### config.mk
export PLATFORM = sky130hd
export DESIGN_NAME = countdown_timer
export DESIGN_NICKNAME = d
export VERILOG_FILES = /design/src/rtl/countdown_timer.sv
export SDC_FILE = /design/constraint.sdc
export NUM_CORES = 1
export LEC_CHECK = 0
export BUFFER_PORTS_ARGS = -buffer_cell sky130_fd_sc_hd__buf_2
export CORE_MARGIN = 1.5
export CORE_UTILIZATION = 58
export CTS_CLUSTER_SIZE = 40
export DETAILED_ROUTE_END_ITERATION = 8
export GPL_TIMING_DRIVEN = 0
export PLACE_DENSITY = 0.77
export SLEW_MARGIN = 5
export SYNTH_ARGS = -nofsm -noshare
export SYNTH_HDL_FRONTEND = slang
export SYNTH_SLANG_ARGS = --single-unit
export TNS_END_PERCENT = 30
### constraint.sdc
create_clock -name clk -period 2.8 [get_ports clk]
set_input_delay 0.14 -clock clk [delete_from_list [all_inputs] [get_ports clk]]
set_output_delay 0.14 -clock clk [all_outputs]
set_load 0.01 [all_outputs]
### src/rtl/countdown_timer.sv
// Multi-digit BCD round timer: loads a start time, counts down one unit per
// prescaled tick, supports pause/abort, and pulses time_up on reaching zero.
module countdown_timer #(
    parameter int DIGITS   = 2,
    parameter int TICK_DIV = 100000000,
    parameter int TICK_W   = 27
) (
    input  logic                  clk,
    input  logic                  rst,
    input  logic                  gaming,
    input  logic                  start,
    input  logic                  pause,
    input  logic [4*DIGITS-1:0]   init_bcd,
    output logic [4*DIGITS-1:0]   digits,
    output logic                  running,
    output logic                  time_up
);

    localparam int W = 4 * DIGITS;
    localparam logic [TICK_W-1:0] TICK_LAST = TICK_W'(TICK_DIV - 1);

    typedef enum logic [1:0] {IDLE, RUN, PAUSE, DONE} state_t;

    state_t            state;
    logic [TICK_W-1:0] cnt;
    logic [W-1:0]      init_clamped;
    logic [W-1:0]      dec_next;

    function automatic logic [W-1:0] clamp_bcd(input logic [W-1:0] v);
        logic [W-1:0] r;
        r = v;
        for (int i = 0; i < DIGITS; i++)
            if (v[4*i +: 4] > 4'd9) r[4*i +: 4] = 4'd9;
        return r;
    endfunction

    // Ripple borrow from digit 0 upward; a zero digit wraps to 9 and passes the borrow on.
    function automatic logic [W-1:0] dec_bcd(input logic [W-1:0] v);
        logic [W-1:0] r;
        logic         borrow;
        r      = v;
        borrow = 1'b1;
        for (int i = 0; i < DIGITS; i++) begin
            if (borrow) begin
                if (v[4*i +: 4] == 4'd0) begin
                    r[4*i +: 4] = 4'd9;
                end else begin
                    r[4*i +: 4] = v[4*i +: 4] - 4'd1;
                    borrow      = 1'b0;
                end
            end
        end
        return r;
    endfunction

    assign init_clamped = clamp_bcd(init_bcd);
    assign dec_next     = dec_bcd(digits);

    // NOTE: all state lives in one clocked block with non-blocking assignments so every
    // register samples the pre-edge values; reset is synchronous, so it sits inside the edge.
    always_ff @(posedge clk) begin
        if (rst) begin
            state   <= IDLE;
            digits  <= '0;
            cnt     <= '0;
            running <= 1'b0;
            time_up <= 1'b0;
        end else begin
            time_up <= 1'b0;
            if (!gaming) begin
                state   <= IDLE;
                cnt     <= '0;
                running <= 1'b0;
            end else if (start) begin
                digits <= init_clamped;
                cnt    <= '0;
                if (init_clamped == '0) begin
                    state   <= DONE;
                    time_up <= 1'b1;
                    running <= 1'b0;
                end else begin
                    state   <= RUN;
                    running <= 1'b1;
                end
            end else begin
                case (state)
                    // Releasing pause counts on the same edge, continuing the held prescaler phase.
                    RUN, PAUSE: begin
                        if (pause) begin
                            state   <= PAUSE;
                            running <= 1'b0;
                        end else begin
                            state   <= RUN;
                            running <= 1'b1;
                            if (cnt == TICK_LAST) begin
                                cnt    <= '0;
                                digits <= dec_next;
                                if (dec_next == '0) begin
                                    state   <= DONE;
                                    time_up <= 1'b1;
                                    running <= 1'b0;
                                end
                            end else begin
                                cnt <= cnt + 1'b1;
                            end
                        end
                    end
                    default: begin
                        running <= 1'b0;
                    end
                endcase
            end
        end
    end

endmodule

==> impl_results.html <==
<table>
<tr><th>Metric</th><th>Value</th></tr>
<tr><th colspan="2">Critical path</th></tr>
<tr><td>Capture instance of the worst register-to-register path</td><td>cnt[15]</td></tr>
<tr><td>Startpoint kind of the worst setup timing path</td><td>flop</td></tr>
<tr><td>Beginning of the worst register-to-register path</td><td>cnt[8]</td></tr>
<tr><td>Register-to-Register Path Depth</td><td>6</td></tr>
<tr><td>Cell with the largest stage delay on the worst path</td><td>sky130_fd_sc_hd__or4b_4</td></tr>
<tr><td>Delay of the slowest critical-path stage</td><td>0.57 ns</td></tr>
<tr><td>Number of buffer and inverter stages on the critical path</td><td>1</td></tr>
<tr><td>WS Path Type</td><td>flop to flop</td></tr>
<tr><td>Required time at the endpoint of the critical path</td><td>3.05 ns</td></tr>
<tr><td>Register-to-register setup slack</td><td>0.57 ns</td></tr>
<tr><td>Endpoint arrival time on the critical path</td><td>2.48 ns</td></tr>
<tr><td>CP Cell Sequence</td><td>or4b_4 &gt; nor4_4 &gt; a31oi_4 &gt; nand2_2 &gt; buf_2 &gt; nor2_1</td></tr>
<tr><td>Critical path capture point type</td><td>flop</td></tr>
<tr><td>Maximum fanout along the worst path</td><td>10</td></tr>
<tr><td>Top cell family by delay on the critical path</td><td>simple AND/OR/NAND/NOR gates</td></tr>
<tr><th colspan="2">STA</th></tr>
<tr><td>Max Transition Viols Final</td><td>0</td></tr>
<tr><td>Final worst path period share</td><td>0.7963</td></tr>
<tr><td>Pin slew with the least headroom to its limit</td><td>0.9422 ns</td></tr>
<tr><td>Aggregate negative setup slack</td><td>0 ns</td></tr>
<tr><td>Clock skew after layout</td><td>0.009272 ns</td></tr>
<tr><td>Final hold violations</td><td>0</td></tr>
<tr><td>Post-layout minimum cycle time</td><td>2.230 ns</td></tr>
<tr><td>Endpoints failing setup</td><td>0</td></tr>
<tr><td>Setup repair after global routing missed its margin</td><td>false</td></tr>
<tr><td>Achievable clock frequency</td><td>0.4485 GHz</td></tr>
<tr><td>Min Hold Slack</td><td>0.1019 ns</td></tr>
<tr><td>Worst slew margin</td><td>0.3661</td></tr>
<tr><th colspan="2">Clocking</th></tr>
<tr><td>Total setup buffers inserted after CTS</td><td>0</td></tr>
<tr><td>Number of sinks driven by the clock tree</td><td>39</td></tr>
<tr><td>Post-cts gate resize count</td><td>0</td></tr>
<tr><td>Clk pin slew, worst setup/hold paths</td><td>0.12 ns</td></tr>
<tr><td>Clock insertion delay at the later pin of the skew report</td><td>0.35 ns</td></tr>
<tr><td>Cts bufs inserted</td><td>5</td></tr>
<tr><td>Clock tree from TritonCTS</td><td>done</td></tr>
<tr><td>Deepest level of the CTS H-tree</td><td>2</td></tr>
<tr><td>Clock buffer depth</td><td>2</td></tr>
<tr><td>Library cell used as clock root buffer</td><td>sky130_fd_sc_hd__clkbuf_4</td></tr>
<tr><td>Number of hold buffers added after CTS</td><td>0</td></tr>
<tr><th colspan="2">Cells and area</th></tr>
<tr><td>Layout filler cell count</td><td>322</td></tr>
<tr><td>Combined flip-flop and latch cell area</td><td>780.7 um2</td></tr>
<tr><td>Layout overhead on the synthesized area</td><td>11.68%</td></tr>
<tr><td>Number of nets at the end of the flow</td><td>282</td></tr>
<tr><td>Layout cells sized above 1</td><td>0.1859</td></tr>
<tr><td>Area taken by multi-input logic gates</td><td>0.001204 mm2</td></tr>
<tr><td>Number of antenna diodes</td><td>0</td></tr>
<tr><th colspan="2">GRT</th></tr>
<tr><td>Remaining global-route overflow</td><td>0</td></tr>
<tr><td>GRT Total Usage</td><td>0.2422</td></tr>
<tr><td>Wire length of the first global-routing pass</td><td>7596 um</td></tr>
<tr><td>Number of antenna violations at the first check in global routing</td><td>0</td></tr>
<tr><td>Largest net degree at the start of global routing</td><td>14</td></tr>
<tr><td>Number of global-route vias before repair</td><td>1700</td></tr>
<tr><th colspan="2">Power</th></tr>
<tr><td>Power density normalized to cell area</td><td>462.8 mW/mm2</td></tr>
<tr><td>Internal Pwr Total</td><td>0.7931 mW</td></tr>
<tr><td>Switching power as a share of total power</td><td>0.2499</td></tr>
<tr><td>Fraction of power consumed by sequential logic</td><td>0.540</td></tr>
<tr><td>NetSw</td><td>0.2642 mW</td></tr>
<tr><td>Leakage power total</td><td>0.8035 nW</td></tr>
<tr><td>Part of the power in combinational logic</td><td>0.099</td></tr>
<tr><td>Clock network fraction of design power</td><td>0.360</td></tr>
<tr><td>Worst voltage drop across the vdd grid</td><td>0.0003819 V</td></tr>
<tr><th colspan="2">Logic synthesis</th></tr>
<tr><td>Ys async rst share</td><td>0</td></tr>
<tr><td>Leading register cell type out of synthesis</td><td>sky130_fd_sc_hd__dfxtp_1</td></tr>
<tr><td>Synthesized cell area</td><td>0.002046 mm2</td></tr>
<tr><td>Share of the yosys chip area belonging to registers</td><td>0.3817</td></tr>
<tr><td>Count of flip-flops with a built-in enable after synthesis</td><td>0</td></tr>
<tr><td>Number of distinct library cell variants in the gate-level netlist after synthesis</td><td>50</td></tr>
<tr><td>Synthesized area per cell</td><td>8.488 um2</td></tr>
<tr><td>Gate count of the mapped netlist</td><td>241</td></tr>
<tr><td>Total nets after synthesis</td><td>255</td></tr>
<tr><td>Yosys reg bits</td><td>39</td></tr>
<tr><td>Number of warning messages in the yosys log</td><td>0</td></tr>
<tr><th colspan="2">Drt</th></tr>
<tr><td>First-pass iteration count of the detailed router</td><td>4</td></tr>
<tr><td>Post-DR vias/cell</td><td>5.854</td></tr>
<tr><td>Detailed Route Iter0 Violations</td><td>125</td></tr>
<tr><td>Antenna violation net count after detailed routing</td><td>0</td></tr>
<tr><td>Routed vias</td><td>1844</td></tr>
<tr><td>Routed wire per std cell</td><td>13.51 um</td></tr>
<tr><td>Total detailed-routing wirelength</td><td>4255 um</td></tr>
<tr><td>Residual DRC count</td><td>0</td></tr>
<tr><th colspan="2">Min path</th></tr>
<tr><td>Worst-case hold path end point</td><td>state[0]</td></tr>
<tr><td>Type of the tightest min-delay check</td><td>primary input to flop</td></tr>
<tr><td>Hold Path Depth</td><td>3</td></tr>
<tr><td>Launch point of the worst hold path</td><td>gaming</td></tr>
<tr><th colspan="2">Status</th></tr>
<tr><td>Result of the run</td><td>complete, no violations</td></tr>
<tr><th colspan="2">Floorplan</th></tr>
<tr><td>I/O pin total</td><td>23</td></tr>
<tr><td>Initial core utilization</td><td>0.6083</td></tr>
<tr><td>Die outline width</td><td>62.39 um</td></tr>
<tr><td>Total core area</td><td>0.003363 mm2</td></tr>
<tr><td>Standard-cell row count</td><td>21</td></tr>
<tr><td>Vertical extent of the die</td><td>62.39 um</td></tr>
<tr><td>Die Area</td><td>0.003893 mm2</td></tr>
<tr><th colspan="2">Job</th></tr>
<tr><td># Max-Cap Violations</td><td>0</td></tr>
<tr><th colspan="2">Placed design</th></tr>
<tr><td>IO buf count</td><td>20</td></tr>
<tr><td>Estimated wirelength of the detail-placed design</td><td>3069 um</td></tr>
<tr><td>Final estimated routing congestion in global placement</td><td>0.8171</td></tr>
</table>
==> layout make-up <==
type / instances / area share
Buffer: 7 / 0.01698
Clock buffer: 5 / 0.01643
Clock inverter: 3 / 0.01917
Inverter: 6 / 0.009858
Multi-Input combinational cell: 189 / 0.5268
Sequential cell: 39 / 0.3417
Tap cell: 46 / 0.02519
Timing Repair Buffer: 20 / 0.04381
==> cells by family after synthesis <==
group,Yosys count,synth area share
adders and majority gates,1,0.006115
xor gates and xnor gates,27,0.1156
and+or+nand+nor,122,0.3291
DFF,39,0.3817
AOI/OAI and AO/OA,39,0.1376
buffers and inverters,13,0.02997
==> worst reg2reg max path: cells and delay by family (launching register included) <==
kind,cells,cell delay (ns)
flops,1,0.39
buf+inv,1,0.26
compound gates,1,0.21
simple gates,4,1.27
==> per-layer routing <==
layer / track usage / part of all wire / vias to the layer above
met1: 0.3395 / 0.49 / 849
met5: 0 / 0 / -
li1: - / - / 933
met2: 0.3750 / 0.43 / 57
met4: 0.07500 / 0.014 / 0
met3: 0.05405 / 0.058 / 5
==> worst max path at each step <==
stage	startpoint	to	slack [ns]	depth (start not counted)
after detailed placement	cnt[8]	cnt[15]	0.57	6
final	cnt[8]	cnt[15]	0.57	6
after global placement	cnt[8]	cnt[20]	0.57	6
after floorplan	digits[0]	digits[5]	0.71	7
after CTS	cnt[8]	cnt[15]	0.56	6
after global routing	cnt[9]	cnt[24]	0.41	6
==> synthesized netlist by cell type, drive strengths merged, types with 3 or more instances <==
master  instances  area (um2)
or4             3       26.27
nand3          14       70.07
dfxtp          39       780.8
nor2           38       142.6
buf             5       31.28
or4b            3       33.78
nor3            9       50.05
or3             3       20.02
nand4          11       68.82
xor2           20       175.2
nor4           10       83.83
nand2          15       58.81
a21oi           9       45.04
xnor2           7       61.31
o211ai          4       30.03
a31o            3       26.28
inv             6       22.52
and3            5       31.28
o21ai          10       50.04
==> sequential cells by signal, indices dropped and copies added, names as in the netlist <==
| name | count |
|---|---|
| cnt | 27 |
| digits | 8 |
| time_up | 1 |
| state | 2 |
| running | 1 |
==> metrics by stage <==
step | power (mW) | setup slack (ns) | utilization | std cells | area (um2)
final | 1.057 | 0.5705 | 0.6793 | 315 | 2285
after global routing | 1.101 | 0.4137 | 0.6793 | 315 | 2285
after CTS | 1.068 | 0.5584 | 0.6793 | 315 | 2285
after detailed placement | 0.6872 | 0.5740 | 0.6551 | 307 | 2203
after global placement | 0.6872 | 0.5656 | 0.6551 | 307 | 2203
after floorplan | 0.6533 | 0.7086 | - | 241 | 2046
==> power groups by stage <==
| stage | clock network, mW | logic [mW] | registers, mW |
|---|---|---|---|
| 4_1_cts | 0.393 | 0.104 | 0.571 |
| 5_1_grt | 0.409 | 0.118 | 0.574 |
| 3_3_place_gp | 0 | 0.104 | 0.584 |
| 6_report | 0.381 | 0.105 | 0.571 |
| 2_1_floorplan | 0 | 0.0681 | 0.585 |
| 3_5_place_dp | 0 | 0.103 | 0.584 |
==> placed cells by master, fill, tap and decap left out, types with 9 or more instances in the layout <==
cell,n
sky130_fd_sc_hd__nor2_1,38
sky130_fd_sc_hd__nand3_1,14
sky130_fd_sc_hd__o21ai_0,9
sky130_fd_sc_hd__xor2_1,20
sky130_fd_sc_hd__buf_2,24
sky130_fd_sc_hd__dfxtp_1,39
sky130_fd_sc_hd__nand4_1,11
sky130_fd_sc_hd__nand2_1,14
sky130_fd_sc_hd__a21oi_1,9
No activity file was read; power rests on OpenSTA's default activity.
